===== config.mk =====
export PLATFORM = sky130hd
export DESIGN_NAME = event_unit_irq_arbiter
export DESIGN_NICKNAME = d
export VERILOG_FILES = /design/src/rtl/event_unit_irq_arbiter.sv
export SDC_FILE = /design/constraint.sdc
export NUM_CORES = 1
export LEC_CHECK = 0
export CAP_MARGIN = 5
export CORE_MARGIN = 2
export CORE_UTILIZATION = 48
export CTS_CLUSTER_DIAMETER = 150
export DETAILED_ROUTE_END_ITERATION = 10
export HOLD_SLACK_MARGIN = 0.03
export PLACE_DENSITY = 0.8
export SLEW_MARGIN = 20
export SYNTH_ARGS = -nofsm -noshare
export SYNTH_HDL_FRONTEND = slang
export SYNTH_SLANG_ARGS = --single-unit

===== constraint.sdc =====
create_clock -name HCLK -period 2.7 [get_ports HCLK]
set_input_delay 0.54 -clock HCLK [delete_from_list [all_inputs] [get_ports HCLK]]
set_output_delay 0.54 -clock HCLK [all_outputs]
set_load 0.01 [all_outputs]

===== src/rtl/event_unit_irq_arbiter.sv =====
`default_nettype none
// ============================================================================
// Module   : event_unit_irq_arbiter
// Purpose  : Arbitrates the masked pending interrupt lines of the APB event
//            unit onto a single core interrupt request. Selection is either
//            fixed priority (index 0 highest) or round-robin. The chosen
//            request and ID stay stable until the core acknowledges. A
//            one-hot, one-cycle clear strobe is then returned to the pending
//            register, followed by one idle cycle before the next selection.
// Ports    : HCLK          - clock
//            HRESETn       - synchronous, active-low reset
//            irq_pending_i - pending bits from the IRQ pending register
//            irq_enable_i  - mask bits from the IRQ enable register
//            arb_en_i      - global arbiter enable
//            rr_mode_i     - 0 = fixed priority, 1 = round-robin
//            irq_req_o     - interrupt request to the core
//            irq_id_o      - index of the requested line (valid with irq_req_o)
//            irq_ack_i     - core accepts the current request (one-cycle pulse)
//            irq_clear_o   - one-hot, one-cycle clear strobe to pending register
//            busy_o        - arbiter is not idle
// Revision : 1.0 - initial release
// ============================================================================
module event_unit_irq_arbiter #(
    parameter int NB_IRQ   = 32,
    parameter int ID_WIDTH = $clog2(NB_IRQ)
) (
    input  logic                HCLK,
    input  logic                HRESETn,
    input  logic [NB_IRQ-1:0]   irq_pending_i,
    input  logic [NB_IRQ-1:0]   irq_enable_i,
    input  logic                arb_en_i,
    input  logic                rr_mode_i,
    output logic                irq_req_o,
    output logic [ID_WIDTH-1:0] irq_id_o,
    input  logic                irq_ack_i,
    output logic [NB_IRQ-1:0]   irq_clear_o,
    output logic                busy_o
);

    // ------------------------------------------------------------------------
    // Constants
    // ------------------------------------------------------------------------
    localparam logic [NB_IRQ-1:0]   c_one_hot0 = NB_IRQ'(1);
    localparam logic [ID_WIDTH-1:0] c_last_id  = ID_WIDTH'(NB_IRQ - 1);
    localparam logic [ID_WIDTH-1:0] c_id_one   = ID_WIDTH'(1);

    // ------------------------------------------------------------------------
    // State encoding
    // ------------------------------------------------------------------------
    typedef enum logic [1:0] {
        S_IDLE = 2'd0,   // waiting for an eligible line
        S_REQ  = 2'd1,   // request presented, ID frozen
        S_CLR  = 2'd2,   // clear strobe cycle
        S_GAP  = 2'd3    // let the pending register reflect the clear
    } state_t;

    state_t                r_state;
    logic                  r_irq_req;
    logic [ID_WIDTH-1:0]   r_irq_id;
    logic [NB_IRQ-1:0]     r_irq_clear;
    logic                  r_busy;
    logic [ID_WIDTH-1:0]   r_rr_ptr;

    // ------------------------------------------------------------------------
    // Eligibility
    // ------------------------------------------------------------------------
    logic [NB_IRQ-1:0]     w_cand;
    logic                  w_any_cand;
    logic                  w_cur_valid;

    assign w_cand      = arb_en_i ? (irq_pending_i & irq_enable_i) : '0;
    assign w_any_cand  = |w_cand;
    // Is the line currently being requested still eligible?
    assign w_cur_valid = w_cand[r_irq_id];

    // ------------------------------------------------------------------------
    // Selection
    // ------------------------------------------------------------------------
    // Lowest set index of a vector; returns 0 for an all-zero vector (callers
    // only use the result when the vector is non-zero).
    function automatic logic [ID_WIDTH-1:0] f_lowest_set(input logic [NB_IRQ-1:0] vec);
        logic [ID_WIDTH-1:0] idx;
        idx = '0;
        for (int i = NB_IRQ - 1; i >= 0; i--) begin
            if (vec[i]) begin
                idx = ID_WIDTH'(i);
            end
        end
        return idx;
    endfunction

    logic [NB_IRQ-1:0]     w_upper_mask;  // indices at or above r_rr_ptr
    logic [NB_IRQ-1:0]     w_cand_upper;
    logic [ID_WIDTH-1:0]   w_fp_winner;
    logic [ID_WIDTH-1:0]   w_rr_winner;
    logic [ID_WIDTH-1:0]   w_winner;

    always_comb begin
        w_upper_mask = '0;
        for (int i = 0; i < NB_IRQ; i++) begin
            w_upper_mask[i] = (ID_WIDTH'(i) >= r_rr_ptr);
        end
    end

    assign w_cand_upper = w_cand & w_upper_mask;
    assign w_fp_winner  = f_lowest_set(w_cand);

    // Round-robin: search from the pointer upwards first; if nothing is set
    // there, the wrap-around search is just the lowest set index overall.
    assign w_rr_winner  = (|w_cand_upper) ? f_lowest_set(w_cand_upper) : w_fp_winner;
    assign w_winner     = rr_mode_i ? w_rr_winner : w_fp_winner;

    // ------------------------------------------------------------------------
    // Post-grant helpers
    // ------------------------------------------------------------------------
    logic [NB_IRQ-1:0]     w_id_onehot;
    logic [ID_WIDTH-1:0]   w_ptr_next;

    assign w_id_onehot = c_one_hot0 << r_irq_id;
    // Wrap modulo NB_IRQ, which need not be a power of two.
    assign w_ptr_next  = (r_irq_id == c_last_id) ? '0 : (r_irq_id + c_id_one);

    // ------------------------------------------------------------------------
    // Control FSM with registered outputs
    // ------------------------------------------------------------------------
    always_ff @(posedge HCLK) begin
        if (!HRESETn) begin
            r_state     <= S_IDLE;
            r_irq_req   <= 1'b0;
            r_irq_id    <= '0;
            r_irq_clear <= '0;
            r_busy      <= 1'b0;
            r_rr_ptr    <= '0;
        end else begin
            // Clear strobe is a single-cycle pulse unless re-armed below.
            r_irq_clear <= '0;
            case (r_state)
                S_IDLE: begin
                    if (w_any_cand) begin
                        r_state   <= S_REQ;
                        r_irq_req <= 1'b1;
                        r_irq_id  <= w_winner;
                        r_busy    <= 1'b1;
                    end
                end
                S_REQ: begin
                    // Ack has priority over a simultaneous withdraw.
                    if (irq_ack_i) begin
                        r_state     <= S_CLR;
                        r_irq_req   <= 1'b0;
                        r_irq_clear <= w_id_onehot;
                        r_rr_ptr    <= w_ptr_next;
                    end else if (!w_cur_valid) begin
                        r_state   <= S_IDLE;
                        r_irq_req <= 1'b0;
                        r_busy    <= 1'b0;
                    end
                end
                S_CLR: begin
                    r_state <= S_GAP;
                end
                S_GAP: begin
                    r_state <= S_IDLE;
                    r_busy  <= 1'b0;
                end
                default: begin
                    r_state   <= S_IDLE;
                    r_irq_req <= 1'b0;
                    r_busy    <= 1'b0;
                end
            endcase
        end
    end

    assign irq_req_o   = r_irq_req;
    assign irq_id_o    = r_irq_id;
    assign irq_clear_o = r_irq_clear;
    assign busy_o      = r_busy;

endmodule
`default_nettype wire


==> flow_metrics.py, run 1 <==
metrics = {
    "outcome": {
        "status": "finished, final reports clean",
    },
    "synth": {
        "synth.area.top_cells": "dfxtp_1 (26%), nor2_1 (5.1%), mux4_2 (5.0%)",
        "netlist_area_um2": 3600,
        "synth-main-ff-cell": "dfxtp_1",
        "synth_async_sr_flop_share": 0,
        "yosys_warnings": 0,
        "yosys.area.top_type": "dfxtp_1",
        "synthesis.nets": 537,
        "synthCells": 461,
        "synth_edf_count": 0,
        "synth.most_common_cell": "nor2_1",
        "synth-seq-area-share": 0.256,
        "ys_types": 83,
        "syn_area_per_cell_um2": 7.80,
        "synth_common_cells": "nor2_1 (49), dfxtp_1 (46), nand2_1 (37), nand3_1 (34), o21ai_0 (28)",
        "yosysTopAreaCellShare": 0.256,
        "ys_ff_latch": 46,
    },
    "power": {
        "ir_drop_mv": 0.265,
        "p_leak_nw": 2.26,
        "cellPowerDensity_nw_per_um2": 356,
        "p_total_w": 0.00199,
    },
    "sta": {
        "fin_crit_ns": 2.66,
        "period_share": 0.984,
        "final.setup_skew_ns": 0.00239,
        "max_freq_ghz": 0.376,
        "finalHoldViolCount": 0,
        "timing.final.max_slew_violations": 0,
        "rsz0062_at_grt": "false",
        "relSlewSlack": 0.697,
        "tightest_slew_ns": 0.443,
        "finalSetupViolCount": 0,
    },
    "setup_path": {
        "path_cells": "buf_4 -> and3_1 -> or2_4 -> a31oi_1 -> or4b_4 -> o31ai_4 -> nand3_2 -> o311ai_1",
        "max_stage_delay_ns": 0.56,
        "worstPathRequired_ns": 2.90,
        "crit_path_end_kind": "register",
        "critical_path_class": "reg -> reg",
        "crit_path_max_fanout": 10,
        "start_kind": "register",
        "critPathTopFamily": "simple AND/OR/NAND/NOR gates",
        "critPathSlowestCell": "or4b_4",
        "path_buf_inv": 1,
        "arrival_ns": 2.86,
    },
    "cts": {
        "cts_sinks": 46,
        "numCtsBuffers": 5,
        "clk_pin_slew_ns": 0.09,
        "clk_latency_ns": 0.30,
        "cts_tree": "done",
        "cts-root-buf": "clkbuf_8",
        "cts_hold_buffers": 0,
        "cts_buffer_depth": 2,
        "htreeDepth": 2,
    },
    "grt": {
        "grt_antenna_before_repair": 0,
        "grt.total_usage": 0.356,
        "grt_start_max_net_pins": 25,
        "grt_pass1_vias": 4607,
        "grt_pass1_wl_um": 23300,
        "grt-ovfl-total": 0,
    },
    "floorplanning": {
        "core_um2": 7250,
        "start_util": 0.496,
        "ioPinCount": 108,
        "die_h_um": 90.6,
        "die_area_um2": 8200,
        "die_w_um": 90.6,
        "rows": 31,
    },
    "routing": {
        "wl_met3_um": 1470,
        "wire_per_inst_um": 20.0,
        "dr_wl_met2_um": 7180,
        "routed_wl_um": 15000,
        "vias": 4781,
        "first_iter_violations": 382,
        "drt_first_pass_iters": 5,
        "viasPerCell": 6.37,
        "ant_nets": 0,
        "m1WireLength_um": 5590,
        "drc_errors": 0,
        "top_layer_used": "met4",
    },
    "placement": {
        "io_buffers": 107,
        "dp_hpwl_um": 11900,
        "gp_congestion": 0.972,
        "placed_cells": 742,
    },
    "final_layout": {
        "num-fill-cells": 545,
        "final_cells": 751,
        "layout.nets": 727,
        "drive_gt1_frac": 0.235,
        "areaGrowthSynthToFinish_pct": 55.2,
        "num_antenna_cells": 0,
    },
    "worst_hold_path": {
        "hold_class": "reg -> reg",
    },
    "job": {
        "cap_violations": 0,
    },
}
==> metal layers <==
layer | global-route usage | vias to the layer above
met2 | 0.629 | 337
met3 | 0.0801 | 73
met4 | 0.153 | 0
met5 | 0 | -
li1 | - | 2139
met1 | 0.411 | 2232
==> flip-flops by register name, summed over array words and instances, names as in the netlist, named ones only <==
name	count
irq_clear_o	32
irq_req_o	1
r_rr_ptr	5
busy_o	1
irq_id_o	5
r_state	1
==> placed cells by master, fill, tap and decap left out, drive strengths merged, types with 5 or more instances in the layout <==
cell / n
buf: 105
clkdlybuf4s50: 101
nor2: 50
dfxtp: 46
nand2: 39
nand3: 38
o21ai: 32
a21oi: 28
and3: 16
nor3: 13
inv: 13
nand2b: 10
a22o: 9
mux4: 8
o22ai: 7
ha: 7
nand4: 7
and2: 7
a22oi: 7
o211ai: 6
a211oi: 5
a21o: 5
a31oi: 5
clkbuf: 5
dlymetal6s2s: 5
==> path summary, 6_finish.rpt <==
check / from / end / slack [ns] / cells past startpoint
worst max-delay path: r_rr_ptr[1]$_SDFFE_PN0P_ / irq_id_o[0]$_SDFFE_PN0P_ / 0.04 / 8
worst min-delay path: irq_req_o$_SDFFE_PN0P_ / irq_req_o$_SDFFE_PN0P_ / 0.52 / 2
worst max register to register: r_rr_ptr[1]$_SDFFE_PN0P_ / irq_id_o[0]$_SDFFE_PN0P_ / 0.04 / 8
worst min register to register: irq_req_o$_SDFFE_PN0P_ / irq_req_o$_SDFFE_PN0P_ / 0.52 / 2
==> power breakdown <==
group / total (W) / switching (W) / internal (W)
clock network: 0.000421 / 0.000239 / 0.000182
registers: 0.000736 / 0.0000363 / 0.000700
logic: 0.000832 / 0.000416 / 0.000416
==> metrics by stage <==
stage | hold slack (ns) | setup slack [ns] | cell area, um^2 | TNS (ns) | util
after floorplan | 0.493 | 0.288 | 3600 | 0 | -
after global placement | 0.472 | -0.199 | 5430 | -0.483 | 0.748
after detailed placement | 0.500 | -0.242 | 5430 | -1.19 | 0.748
after CTS | 0.513 | 0.0350 | 5520 | 0 | 0.761
after global routing | 0.541 | 0.00451 | 5580 | 0 | 0.770
final | 0.522 | 0.0439 | 5580 | 0 | 0.770
==> repair_timing <==
item / 4_1_cts / 5_1_grt
gates resized for setup: 0 / 16
setup endpoints to repair: 0 / 4
setup buffers: 0 / 1
==> logic make-up (layout without fill, tap and decap cells) <==
family	count (synthesis)	in the layout	share of synthesized area
mux	9	9	0.0529
buf+inv	42	233	0.0616
compound gates	156	156	0.315
flops	46	46	0.256
fa+ha+maj	7	7	0.0243
xor+xnor	1	1	0.00244
simple gates	200	200	0.287
==> worst reg2reg max path: stages (launching register included) <==
cell and delay, ns:
dfxtp_1 0.41, buf_4 0.23, and3_1 0.33, or2_4 0.18
a31oi_1 0.11, or4b_4 0.56, o31ai_4 0.33, nand3_2 0.11
o311ai_1 0.30
==> final cells by class <==
type | instances | area (um^2) | area share
Clock inverter | 3 | 21.3 | 0.00381
Timing Repair Buffer | 211 | 1900 | 0.340
Inverter | 14 | 52.6 | 0.00941
Sequential cell | 46 | 922 | 0.165
Tap cell | 99 | 124 | 0.0222
Multi-Input combinational cell | 373 | 2500 | 0.447
Clock buffer | 5 | 68.8 | 0.0123
No activity file was read; power rests on OpenSTA's default activity.
==> run 2, diff against run 1 <==
--- a/config.mk
+++ b/config.mk
@@ -5,7 +5,6 @@
 export SDC_FILE = /design/constraint.sdc
 export NUM_CORES = 1
 export LEC_CHECK = 0
-export CAP_MARGIN = 5
 export CORE_MARGIN = 2
 export CORE_UTILIZATION = 48
 export CTS_CLUSTER_DIAMETER = 150
==> results of run 2 <==
No change in the layout: final DEF, timing and power equal those of run 1.
==> variant (config.mk and constraints of run 1) <==
Re-encode `state_t` (4 states) as one-hot, 4 bits wide.
--- a/src/rtl/event_unit_irq_arbiter.sv
+++ b/src/rtl/event_unit_irq_arbiter.sv
@@ -47,11 +47,11 @@
     // ------------------------------------------------------------------------
     // State encoding
     // ------------------------------------------------------------------------
-    typedef enum logic [1:0] {
-        S_IDLE = 2'd0,   // waiting for an eligible line
-        S_REQ  = 2'd1,   // request presented, ID frozen
-        S_CLR  = 2'd2,   // clear strobe cycle
-        S_GAP  = 2'd3    // let the pending register reflect the clear
+    typedef enum logic [3:0] {
+        S_IDLE = 4'b0001,   // waiting for an eligible line
+        S_REQ  = 4'b0010,   // request presented, ID frozen
+        S_CLR  = 4'b0100,   // clear strobe cycle
+        S_GAP  = 4'b1000    // let the pending register reflect the clear
     } state_t;
 
     state_t                r_state;
Formal check against the unedited RTL: no difference found for any inputs over 10 cycles, from zero or initial values and one cycle with HRESETn low; not proved beyond that.
==> variant against run 1 <==
  * Sequential cell count increased by 2
  * Power grew 43%
  * Area after synthesis is 4.0% higher
  * Global-route usage up 0.16 points
  * Setup slack improved by 0.048 ns
  * Hold slack improved by 0.0097 ns
  * Routed wire length increased by 1.3%
  * Final area is 3.4% higher
  * Critical path type unchanged
  * Largest cell class unchanged
==> variant: results (changes against run 1) <==
| Metric | Value |
|---|---|
| Sequential area share after synthesis | `25.7% (+0.086 points)` |
| Final GP Congestion | `1.02 (+4.9%)` |
| Vias in the first global route | `4704 (+2.1%)` |
| Worst Skew | `0.0141 ns (+0.0117 ns)` |
| GRT Total Usage | `35.8% (+0.16 points)` |
| Post-DP HPWL | `12400 um (+4.3%)` |
| Worst path max stage delay | `0.70 ns (+0.14 ns)` |
| Routed wire length per instance | `19.1 um (-4.7%)` |
| Crit path max-delay family | `compound AO/OA/AOI/OAI gates` |
| Via count | `4941 (+3.3%)` |
| Worst Path Arrival | `2.84 ns (-0.02 ns)` |
| Status | `complete, no violations` |
| Nets | `771 (+6.1%)` |
| Synth cell types | `81 (-2.4%)` |
| Met2 global-route usage | `64.4% (+1.5 points)` |
| Slowest-stage cell, CP | `dfxtp_1` |
| GR Util met1 | `43.3% (+2.1 points)` |
| Setup Fix Bufs, Post-CTS | `0 (unchanged)` |
| CP max FO | `13 (+3)` |
| Power, Total | `2.84 mW (+43%)` |
| Largest net degree at the start of global routing | `26 (+4.0%)` |
| Worst rel slew slack | `62.2% (-7.5 points)` |
| Met3 WL | `1350 um (-8.2%)` |
| Mux contribution to synthesized area | `4.88% (-0.40 points)` |
| Wire length of the first global-routing pass | `23800 um (+2.0%)` |
| Synthesized net count | `575 (+7.1%)` |
| Metal2 WL | `7360 um (+2.5%)` |
| WL met1 | `5800 um (+3.6%)` |
| XOR/XNOR Fraction of Synth Area | `0.468% (+0.22 points)` |
| Area share of fa/ha/maj cells after synthesis | `2.34% (-0.094 points)` |
| H-tree depth | `2 (unchanged)` |
| Synth Area in Compound Gates | `30.7% (-0.85 points)` |
| Switching Power | `1.05 mW (+52%)` |
| VDD IR-drop max | `284 uV (+7.3%)` |
| # fillers | `586 (+7.5%)` |
| Synth top cells by count | `69 x nand2_1, 66 x nor2_1, 48 x dfxtp_1` |
| Combinational power | `1.37 mW (+65%)` |
| Worst-path clk slew | `0.09 ns (about the same)` |
| Drt pass-1 iters | `7 (+2)` |
| Layout cell share with drive strength beyond 1 | `21.8% (-1.6 points)` |
| Cts repair resizes | `2 (+2)` |
| Post-synth top area share | `25.7% (+0.086 points)` |
| Initial drt markers | `498 (+30%)` |
| Setup Slack @ Placement | `-0.430 ns (-0.187 ns)` |
| Flop pwr share | `30.1% (-6.9 points)` |
| Main area contributors after synthesis | `dfxtp_1 26%, nand2_1 6.9%, nor2_1 6.6%` |
| P_leak | `2.34 nW (+3.5%)` |
| Met3 GRT Util | `3.94% (-4.1 points)` |
variant: cell types whose count changed in the layout (fill, tap and decap cells not counted), moves of 6 or more:
cell,before,now
and2_1,5,11
nand2_1,37,69
nand3_1,34,23
inv_1,12,4
buf_4,101,107
or2_2,2,8
nor2_1,49,66
a22oi_1,4,11
a31oi_1,5,12
variant: cell type report:
| type | count | share of cell area (%) |
|---|---|---|
| flip-flops and latches | 48 | 16.6 |
| clock buffers | 5 | 1.19 |
| clock inverters | 3 | 1.19 |
| repair buffers | 216 | 33.1 |
| multi-input cells | 417 | 45.2 |
| well taps | 102 | 2.21 |
| inverters | 7 | 0.455 |
variant: final timing paths:
path          startpoint           to  slack, ns  cells past startpoint
max          r_rr_ptr[4]  irq_id_o[1]       0.09                      7
min reg2reg    irq_req_o    irq_req_o       0.53                      2
min            irq_req_o    irq_req_o       0.53                      2
max reg2reg  r_rr_ptr[4]  irq_id_o[1]       0.09                      7
variant: worst min-delay path, stage by stage, from the launching register on:
cell	delay (ns)
dfxtp_1	0.35
a21oi_1	0.07
nor2_1	0.07
variant: stage by stage:
step | utilization (%) | std cells | area, um2
detailed placement | 73.5 | 790 | 5620
finish | 75.5 | 798 | 5770
global route | 75.5 | 798 | 5770
global placement | 73.5 | 790 | 5620
floorplan | - | 499 | 3740
CTS | 75.3 | 798 | 5760
variant: kinds of logic (layout without fill, tap and decap cells):
logic type / count (synthesis) / count (layout)
AO/OA/AOI/OAI: 162 / 162
flip-flops: 48 / 48
adder cells (fa/ha/maj): 7 / 7
XOR/XNOR: 2 / 2
multiplexers: 9 / 9
buffers and inverters: 34 / 231
AND/OR/NAND/NOR: 237 / 237
